===== config.mk =====
export PLATFORM = sky130hd
export DESIGN_NAME = text_ram_arbiter_flat
export DESIGN_NICKNAME = d
export VERILOG_FILES = /design/src/rtl/text_ram_arbiter_if.sv /design/src/rtl/text_ram_arbiter.sv /design/src/flat_wrapper.sv
export SDC_FILE = /design/constraint.sdc
export NUM_CORES = 1
export LEC_CHECK = 0
export ABC_CLOCK_PERIOD_IN_PS = 5100
export CAP_MARGIN = 20
export CELL_PAD_IN_SITES_DETAIL_PLACEMENT = 1
export CELL_PAD_IN_SITES_GLOBAL_PLACEMENT = 2
export CORE_MARGIN = 2
export CORE_UTILIZATION = 40
export DETAILED_ROUTE_END_ITERATION = 8
export PLACE_DENSITY_LB_ADDON = 0.1
export SLEW_MARGIN = 20
export SYNTH_ARGS = -nofsm -noshare
export SYNTH_HDL_FRONTEND = slang
export SYNTH_SLANG_ARGS = --single-unit

===== constraint.sdc =====
create_clock -name clk -period 5.1 [get_ports clk]
set_clock_uncertainty 0.1 [all_clocks]
set_input_delay 0.51 -clock clk [delete_from_list [all_inputs] [get_ports clk]]
set_output_delay 0.51 -clock clk [all_outputs]
set_load 0.01 [all_outputs]

===== src/rtl/text_ram_arbiter_if.sv =====
// Video read, host write and character-RAM signals around text_ram_arbiter.
// slave is the arbiter's view; master is the clients' and RAM's view.
interface text_ram_arbiter_if #(
    parameter int unsigned ADDR_W = 12,
    parameter int unsigned DATA_W = 7
);
    logic              vid_req;
    logic [ADDR_W-1:0] vid_addr;
    logic [DATA_W-1:0] vid_data;
    logic              vid_valid;

    logic              wr_valid;
    logic              wr_ready;
    logic [ADDR_W-1:0] wr_addr;
    logic [DATA_W-1:0] wr_data;

    logic              ram_en;
    logic              ram_we;
    logic [ADDR_W-1:0] ram_addr;
    logic [DATA_W-1:0] ram_wdata;
    logic [DATA_W-1:0] ram_rdata;

    modport master (
        output vid_req, vid_addr, wr_valid, wr_addr, wr_data, ram_rdata,
        input  vid_data, vid_valid, wr_ready, ram_en, ram_we, ram_addr, ram_wdata
    );

    modport slave (
        input  vid_req, vid_addr, wr_valid, wr_addr, wr_data, ram_rdata,
        output vid_data, vid_valid, wr_ready, ram_en, ram_we, ram_addr, ram_wdata
    );
endinterface


===== src/rtl/text_ram_arbiter.sv =====
// Single-port character RAM owner: video reads have priority, host writes drain
// from a small FIFO in idle slots, and a whole-screen clear runs in idle slots.
module text_ram_arbiter #(
    parameter int unsigned       ADDR_W     = 12,
    parameter int unsigned       DATA_W     = 7,
    parameter int unsigned       NUM_CELLS  = 2400,
    parameter logic [DATA_W-1:0] CLR_CHAR   = DATA_W'(7'h20),
    parameter int unsigned       FIFO_DEPTH = 4
) (
    input  logic                        clk,
    input  logic                        reset,
    text_ram_arbiter_if.slave           bus,
    input  logic                        clr_start,
    output logic                        clr_busy,
    output logic                        clr_done,
    output logic [$clog2(FIFO_DEPTH):0] fifo_count
);
    localparam int unsigned       PTR_W     = $clog2(FIFO_DEPTH);
    localparam int unsigned       CNT_W     = PTR_W + 1;
    localparam logic [ADDR_W-1:0] LAST_CELL = ADDR_W'(NUM_CELLS - 1);

    typedef enum logic {NORMAL, CLEAR} state_t;

    typedef struct packed {
        logic [ADDR_W-1:0] addr;
        logic [DATA_W-1:0] data;
    } wr_entry_t;

    state_t            state, state_n;
    logic [ADDR_W-1:0] clr_cnt, clr_cnt_n;
    wr_entry_t         fifo_mem [FIFO_DEPTH];
    wr_entry_t         head;
    logic [PTR_W-1:0]  rd_ptr, wr_ptr;
    logic [CNT_W-1:0]  count_n;
    logic              push, pop, flush;
    logic              ready_en;
    logic              rd_s1, rd_s2;
    logic              ram_en_n, ram_we_n;
    logic [ADDR_W-1:0] ram_addr_n;
    logic [DATA_W-1:0] ram_wdata_n;
    logic              clr_done_n;

    assign head     = fifo_mem[rd_ptr];
    assign clr_busy = (state == CLEAR);
    // ready_en keeps wr_ready low for the first cycle after reset releases
    assign bus.wr_ready = ready_en && !reset && (fifo_count < CNT_W'(FIFO_DEPTH))
                        && (state == NORMAL) && !clr_start;
    assign push = bus.wr_valid && bus.wr_ready;

    // Slot arbitration and next state
    always_comb begin
        state_n     = state;
        clr_cnt_n   = clr_cnt;
        ram_en_n    = 1'b0;
        ram_we_n    = 1'b0;
        ram_addr_n  = bus.ram_addr;
        ram_wdata_n = bus.ram_wdata;
        clr_done_n  = 1'b0;
        pop         = 1'b0;
        flush       = 1'b0;

        if (bus.vid_req) begin
            ram_en_n   = 1'b1;
            ram_addr_n = bus.vid_addr;
        end else if (state == CLEAR) begin
            ram_en_n    = 1'b1;
            ram_we_n    = 1'b1;
            ram_addr_n  = clr_cnt;
            ram_wdata_n = CLR_CHAR;
            if (clr_cnt == LAST_CELL) begin
                clr_cnt_n  = '0;
                state_n    = NORMAL;
                clr_done_n = 1'b1;
            end else begin
                clr_cnt_n = clr_cnt + ADDR_W'(1);
            end
        end else if (fifo_count != '0) begin
            pop         = 1'b1;
            ram_en_n    = 1'b1;
            ram_we_n    = 1'b1;
            ram_addr_n  = head.addr;
            ram_wdata_n = head.data;
        end

        // Entries still queued when a clear starts are dropped
        if (state == NORMAL && clr_start) begin
            state_n   = CLEAR;
            clr_cnt_n = '0;
            flush     = 1'b1;
        end

        count_n = flush ? '0 : fifo_count + CNT_W'(push) - CNT_W'(pop);
    end

    always_ff @(posedge clk) begin
        if (reset) begin
            state         <= NORMAL;
            clr_cnt       <= '0;
            rd_ptr        <= '0;
            wr_ptr        <= '0;
            fifo_count    <= '0;
            ready_en      <= 1'b0;
            rd_s1         <= 1'b0;
            rd_s2         <= 1'b0;
            bus.vid_valid <= 1'b0;
            bus.vid_data  <= '0;
            bus.ram_en    <= 1'b0;
            bus.ram_we    <= 1'b0;
            bus.ram_addr  <= '0;
            bus.ram_wdata <= '0;
            clr_done      <= 1'b0;
        end else begin
            state         <= state_n;
            clr_cnt       <= clr_cnt_n;
            fifo_count    <= count_n;
            ready_en      <= 1'b1;
            rd_s1         <= bus.vid_req;
            rd_s2         <= rd_s1;
            bus.vid_valid <= rd_s2;
            if (rd_s2) bus.vid_data <= bus.ram_rdata;
            bus.ram_en    <= ram_en_n;
            bus.ram_we    <= ram_we_n;
            bus.ram_addr  <= ram_addr_n;
            bus.ram_wdata <= ram_wdata_n;
            clr_done      <= clr_done_n;
            if (flush) begin
                rd_ptr <= '0;
                wr_ptr <= '0;
            end else begin
                if (pop)  rd_ptr <= rd_ptr + PTR_W'(1);
                if (push) wr_ptr <= wr_ptr + PTR_W'(1);
            end
        end
    end

    // FIFO storage needs no reset; pointers define validity
    always_ff @(posedge clk) begin
        if (push) fifo_mem[wr_ptr] <= '{addr: bus.wr_addr, data: bus.wr_data};
    end
endmodule


===== src/flat_wrapper.sv =====
// flat-port wrapper written by rule: the top's interface ports become plain ports
module text_ram_arbiter_flat 
#(
    parameter int unsigned       ADDR_W     = 12,
    parameter int unsigned       DATA_W     = 7,
    parameter int unsigned       NUM_CELLS  = 2400,
    parameter logic [DATA_W-1:0] CLR_CHAR   = DATA_W'(7'h20),
    parameter int unsigned       FIFO_DEPTH = 4
)
  (clk, reset, clr_start, clr_busy, clr_done, fifo_count, bus_vid_req, bus_vid_addr, bus_wr_valid, bus_wr_addr, bus_wr_data, bus_ram_rdata, bus_vid_data, bus_vid_valid, bus_wr_ready, bus_ram_en, bus_ram_we, bus_ram_addr, bus_ram_wdata);
  text_ram_arbiter_if #(.ADDR_W(ADDR_W), .DATA_W(DATA_W)) bus_i ();
  input  logic clk;
  input  logic reset;
  input  logic clr_start;
  output logic clr_busy;
  output logic clr_done;
  output logic [$clog2(FIFO_DEPTH):0] fifo_count;
  input wire logic [$bits(bus_i.vid_req)-1:0] bus_vid_req;
  input wire logic [$bits(bus_i.vid_addr)-1:0] bus_vid_addr;
  input wire logic [$bits(bus_i.wr_valid)-1:0] bus_wr_valid;
  input wire logic [$bits(bus_i.wr_addr)-1:0] bus_wr_addr;
  input wire logic [$bits(bus_i.wr_data)-1:0] bus_wr_data;
  input wire logic [$bits(bus_i.ram_rdata)-1:0] bus_ram_rdata;
  output wire logic [$bits(bus_i.vid_data)-1:0] bus_vid_data;
  output wire logic [$bits(bus_i.vid_valid)-1:0] bus_vid_valid;
  output wire logic [$bits(bus_i.wr_ready)-1:0] bus_wr_ready;
  output wire logic [$bits(bus_i.ram_en)-1:0] bus_ram_en;
  output wire logic [$bits(bus_i.ram_we)-1:0] bus_ram_we;
  output wire logic [$bits(bus_i.ram_addr)-1:0] bus_ram_addr;
  output wire logic [$bits(bus_i.ram_wdata)-1:0] bus_ram_wdata;
  assign bus_i.vid_req = bus_vid_req;
  assign bus_i.vid_addr = bus_vid_addr;
  assign bus_i.wr_valid = bus_wr_valid;
  assign bus_i.wr_addr = bus_wr_addr;
  assign bus_i.wr_data = bus_wr_data;
  assign bus_i.ram_rdata = bus_ram_rdata;
  assign bus_vid_data = bus_i.vid_data;
  assign bus_vid_valid = bus_i.vid_valid;
  assign bus_wr_ready = bus_i.wr_ready;
  assign bus_ram_en = bus_i.ram_en;
  assign bus_ram_we = bus_i.ram_we;
  assign bus_ram_addr = bus_i.ram_addr;
  assign bus_ram_wdata = bus_i.ram_wdata;
  text_ram_arbiter #(.ADDR_W(ADDR_W), .DATA_W(DATA_W), .NUM_CELLS(NUM_CELLS), .CLR_CHAR(CLR_CHAR), .FIFO_DEPTH(FIFO_DEPTH)) u_core (.clk(clk), .reset(reset), .bus(bus_i), .clr_start(clr_start), .clr_busy(clr_busy), .clr_done(clr_done), .fifo_count(fifo_count));
endmodule

=== Word level (Yosys, flattened, before mapping) ===
Memories as Yosys holds them, arrays and structs flattened. A register that Yosys moved wholly into a read port is not among the register bits.
Index checks and enable logic that the tools add are counted.
W data, S select, Z words.

* Memories: 1
* Memory bits (writable): 76
* Input bits: 43
* Output and inout port bits: 35
* Register bits: 53
* Word-level logic and storage cells: 65

{| class="wikitable"
|+ Memories
! name !! depth !! bits a word !! rd ports !! clocked after memory_dff !! write ports !! line !! source
|-
| u_core.fifo_mem || 4 || 19 || 1 || 1 || 1 || text_ram_arbiter.sv:31 || <nowiki>wr_entry_t fifo_mem [FIFO_DEPTH];</nowiki>
|}

* $lt $le $gt $ge: 1
* Equal/unequal tests: 2
* Reduce and logical (&&, ||, !) cells: 17
* Add/subtract/negate cells: 5
* Bitwise gates (word level): 2
* Mux-type cells: 22

{| class="wikitable"
|+ Operators with widths
! cell !! count
|-
| $mux W12 || 4
|-
| $mux W1 || 14
|-
| $mux W7 || 2
|-
| $add A12 B1 Y12 const B || 1
|-
| $eq A12 B12 Y1 const B || 1
|-
| $logic_and A1 B1 Y1 || 6
|-
| $reduce_bool A3 Y1 || 2
|-
| $reduce_or A2 Y1 || 3
|-
| $add A2 B1 Y2 const B || 2
|-
| $mux W2 || 2
|-
| $reduce_and A2 Y1 || 2
|-
| $add A3 B1 Y3 || 1
|-
| $lt A3 B3 Y1 const B || 1
|-
| $reduce_or A3 Y1 || 1
|-
| $sub A3 B1 Y3 || 1
|-
| $logic_not A1 Y1 || 2
|-
| $ne A2 B1 Y1 const B || 1
|-
| $not A1 Y1 || 2
|-
| $reduce_bool A2 Y1 || 1
|}

=== Longest topological paths before layout ===
* Word-level depth: 8
* Depth in mapped cells: 10
* Depth with buffers taken out: 10

=== Least setup slack after synthesis ===
OpenSTA, ideal clock, no wires.

* Path kind: in2reg
* Start point: input port bus_vid_req
* End point: register u_core.fifo_count[2]
* Path buffers: 1
* Arrival: 2.177 ns
* Slack: 2.706 ns
* Cell stages on the path: 10
* Setup time: 0.117 ns
* Required time: 4.883 ns
* Cell sequence: buf_2 > nor3_4 > ha_1 > inv_1 > ha_1 > inv_1 > fa_1 > xor2_1 > xnor2_1 > nor2_1

* Cells in the longest elaborated chain, start to end: 2

{| class="wikitable"
|+ RTL lines
! what !! line !! source
|-
| start: declaration || flat_wrapper.sv:18 || <nowiki>input wire logic [$bits(bus_i.vid_req)-1:0] bus_vid_req;</nowiki>
|-
| $mux W1 || text_ram_arbiter.sv:62 || <nowiki>if (bus.vid_req) begin</nowiki>
|-
| net u_core.pop || text_ram_arbiter.sv:35 || <nowiki>logic push, pop, flush;</nowiki>
|-
| $sub A3 B1 Y3 || text_ram_arbiter.sv:92 || <nowiki>count_n = flush ? '0 : fifo_count + CNT_W'(push) - CNT_W'(pop);</nowiki>
|-
| end signal: assignment || text_ram_arbiter.sv:115 || <nowiki>fifo_count <= count_n;</nowiki>
|-
| end: declaration || text_ram_arbiter.sv:16 || <nowiki>output logic [$clog2(FIFO_DEPTH):0] fifo_count</nowiki>
|}

The timed path passes the listed nets, and every way through them passes these cells.
A chain may end at the register's enable or synchronous reset.

=== Final worst setup path ===
* Start point: input port reset
* End point: memory u_core.fifo_mem[0][16] in the netlist's numbering, enable pin

* Cells in the longest elaborated chain, start to end: 8

{| class="wikitable"
|+ RTL lines
! what !! line !! source
|-
| start: declaration || flat_wrapper.sv:13 || <nowiki>input logic reset;</nowiki>
|-
| $logic_not A1 Y1 || text_ram_arbiter.sv:46 || <nowiki>assign bus.wr_ready = ready_en && !reset && (fifo_count < CNT_W'(FIFO_DEPTH))</nowiki>
|-
| $logic_and A1 B1 Y1 (2 in series) || text_ram_arbiter.sv:46 ||
|-
| $logic_and A1 B1 Y1 (2 in series) || text_ram_arbiter.sv:47 || <nowiki>&& (state == NORMAL) && !clr_start;</nowiki>
|-
| $logic_and A1 B1 Y1 || text_ram_arbiter.sv:48 || <nowiki>assign push = bus.wr_valid && bus.wr_ready;</nowiki>
|-
| $mux W1 || text_ram_arbiter.sv:138 || <nowiki>if (push) fifo_mem[wr_ptr] <= '{addr: bus.wr_addr, data: bus.wr_data};</nowiki>
|-
| $mux W1 (not written as such) || text_ram_arbiter.sv:138 ||
|-
| end: declaration || text_ram_arbiter.sv:31 ||
|}

Every way passes these cells.

==> qor.yml <==
worstPathArrival_ns: 2.71
postSynthRegisterBits: 131
cts_resized: 0
fin_util: 0.529
power_report.internal_total_mw: 2.05
timing.critical_path.buf_inv: 2
placement.io_buffers: 77
routed-via-count: 3015
grt_antenna_before_repair: 0
clock_sink_count: 131
cpMaxStageDelayCell: "sky130_fd_sc_hd__and2_1"
antenna-diode-count: 0
critical_path.startpoint_type: "input pin"
final_cells: 603
layout.cells.most_common: "sky130_fd_sc_hd__clkdlybuf4s50_1"
fillers: 1211
postSynthCellCount: 338
fin_hold_ws_ns: 0.332
yosysSeqAreaShare: 0.660
cts_tree: "done"
hpwl_um: 7430
core_area_um2: 12600
setup_ws_ns: 2.33
die_height_um: 117
clock_latency_ns: 0.43
maxSlewHeadroom: 0.315
detail_route.first_pass.iterations: 4
final_design_area_no_fill_um2: 6640
synth_area_per_cell_um2: 15.2
power.density_nw_per_um2: 389
post-cts-setup-buffers: 0
placement_rows: 41
net_count_synth: 389
critical_path_fanout_max: 34
power.leakage_nw: 2.31
wire_per_inst_um: 18.5
p_total_mw: 2.58
antenna_violating_nets_post_route: 0
first_pass_grt_wire_length_um: 16900
place_area_um2: 6010
ctsLongestPathBuffers: 2
final-hold-violation-count: 0
swShare: 0.208
yosys.cell_types.count: 43
register_share_of_total_power: 0.446
synthesis.yosys.warnings: 0
cpLargestDelayFamily: "simple AND/OR/NAND/NOR gates"
gr-usage-all-layers: 0.174
timing.critical_path.cells: "clkdlybuf4s50_1 -> buf_4 -> nor4_1 -> and3_1 -> and2_1"
critical_path.max_stage_delay_ns: 0.87
max_slew.worst_pin.slew_ns: 1.03
pin_count: 78
cts_buffers: 17
totalNegativeSetupSlack_ns: 0
clk_transition_reported_paths_ns: 0.05
grt_setup_unrepaired: "false"
start_util: 0.408
power_share_of_the_combinational_group: 0.061
worstPathRequired_ns: 5.04
routabilityCongestion: 0.752
via_density_per_instance: 5.00
mappedNetlistArea_um2: 5130
number_of_global_route_vias_before_repair: 3023
grt_max_degree: 35
drt-total-wl_um: 11200
syn2layout_area_growth_pct: 29.6
mostFrequentLayoutCells: "sky130_fd_sc_hd__clkdlybuf4s50_1 (77), sky130_fd_sc_hd__edfxtp_1 (76), sky130_fd_sc_hd__dfxtp_1 (55), sky130_fd_sc_hd__nor2_1 (36), sky130_fd_sc_hd__mux2i_1 (18)"
final_period_minus_worst_setup_slack_ns: 2.77
final-max-slew-violation-count: 0
switchingPower_uw: 537
endpoints_failing_setup: 0
nets: 469
floorplan.die_area_um2: 13700
cts.htree.levels: 4
worst_setup_path_end_kind: "flop"
vdd.ir_drop.worst_uv: 304
post-route-period-util: 0.543
timing.setup.critical_path_class: "in -> reg"
dpl_worst_slack_ns: 1.82
initialDrtViolationCount: 107
outcome: "completed"
cts_hold_repair.buffers: 0
post_route_cells_drive_above_1_share: 0.118
clock_power_share: 0.493
grt_overflow_total: 0
drv_cap: 0
floorplan.die.width_um: 117
clockRootBuffer: "sky130_fd_sc_hd__clkbuf_16"
drc_errors: 0
placed_cells_incl_taps: 571
fmax_ghz: 0.361
hp-class: "reg -> reg"
## logic make-up after synthesis
group                    share of synthesized area
flip-flops                                   0.660
AND/OR/NAND/NOR                             0.0796
AO/OA/AOI/OAI                               0.0566
multiplexers                                 0.124
buffers and inverters                       0.0327
XOR/XNOR                                    0.0256
adder cells (fa/ha/maj)                     0.0210
## metal layers
metal,part of all wire,global-route usage
met1,0.46,0.228
met2,0.49,0.270
met3,0.046,0.0592
met4,0.0098,0.0659
met5,0,0
## Yosys cell counts, drive strengths merged
| cell type | number | area, um^2 |
|---|---|---|
| nor3 | 4 | 47.5 |
| and3b | 1 | 8.76 |
| a31o | 1 | 8.76 |
| clkbuf | 7 | 30.0 |
| and3 | 4 | 25.0 |
| a21o | 4 | 31.3 |
| nor4 | 1 | 6.26 |
| nor4bb | 1 | 10.0 |
| a221o | 1 | 10.0 |
| or3 | 1 | 11.3 |
| nand2 | 3 | 11.3 |
| nand4b | 1 | 8.76 |
| nor3b | 2 | 15.0 |
| fa | 1 | 20.0 |
| inv | 12 | 45.0 |
| a22oi | 17 | 128 |
| buf | 12 | 92.6 |
| and2 | 6 | 37.5 |
| mux4 | 19 | 458 |
| o211a | 1 | 10.0 |
| nor2b | 4 | 25.0 |
| nand2b | 2 | 12.5 |
| mux2i | 18 | 180 |
| nand4 | 4 | 25.0 |
| edfxtp | 76 | 2280 |
| and4 | 1 | 8.76 |
| nand3 | 4 | 20.0 |
| dfxtp | 55 | 1100 |
| a21oi | 5 | 25.0 |
| nor2 | 36 | 135 |
| ha | 7 | 87.6 |
| xor2 | 6 | 52.6 |
| xnor2 | 9 | 78.8 |
| o22ai | 11 | 68.8 |
| a221oi | 1 | 8.76 |
## flip-flops by register name (all words and copies together) (netlist names), named ones only
register / count
u_core.bus.ram_addr: 12
u_core.bus.ram_en: 1
u_core.bus.ram_wdata: 7
u_core.bus.ram_we: 1
u_core.bus.vid_data: 7
u_core.bus.vid_valid: 1
u_core.clr_busy: 1
u_core.clr_cnt: 12
u_core.clr_done: 1
u_core.fifo_count: 3
u_core.fifo_mem: 76
u_core.rd_ptr: 2
u_core.rd_s1: 1
u_core.rd_s2: 1
u_core.ready_en: 1
u_core.wr_ptr: 2
## power groups by stage
stage | Sequential [mW] | Combinational, mW | Clock, mW
floorplan | 1.18 | 0.0727 | 0
global placement | 1.17 | 0.157 | 0
detailed placement | 1.17 | 0.159 | 0
CTS | 1.15 | 0.160 | 1.31
global route | 1.15 | 0.171 | 1.35
finish | 1.15 | 0.158 | 1.27
## layout make-up
class                   instances  area [um^2]  area share
well taps                     172          215      0.0324
flip-flops and latches        131         3380       0.509
inverters                      12         45.0     0.00678
clock inverters                10          148      0.0222
multi-input cells             176         1580       0.237
repair buffers                 80          793       0.119
clock buffers                  22          484      0.0729
## worst paths after layout
check	from	end	slack [ns]	depth (start not counted)
min	u_core.rd_s1	u_core.rd_s2	0.33	1
max	reset	u_core.fifo_mem[0][16]	2.33	5
max reg2reg	u_core.clr_busy	u_core.fifo_mem[0][16]	2.43	3
min reg2reg	u_core.rd_s1	u_core.rd_s2	0.33	1
No activity file was read; power rests on OpenSTA's default activity.
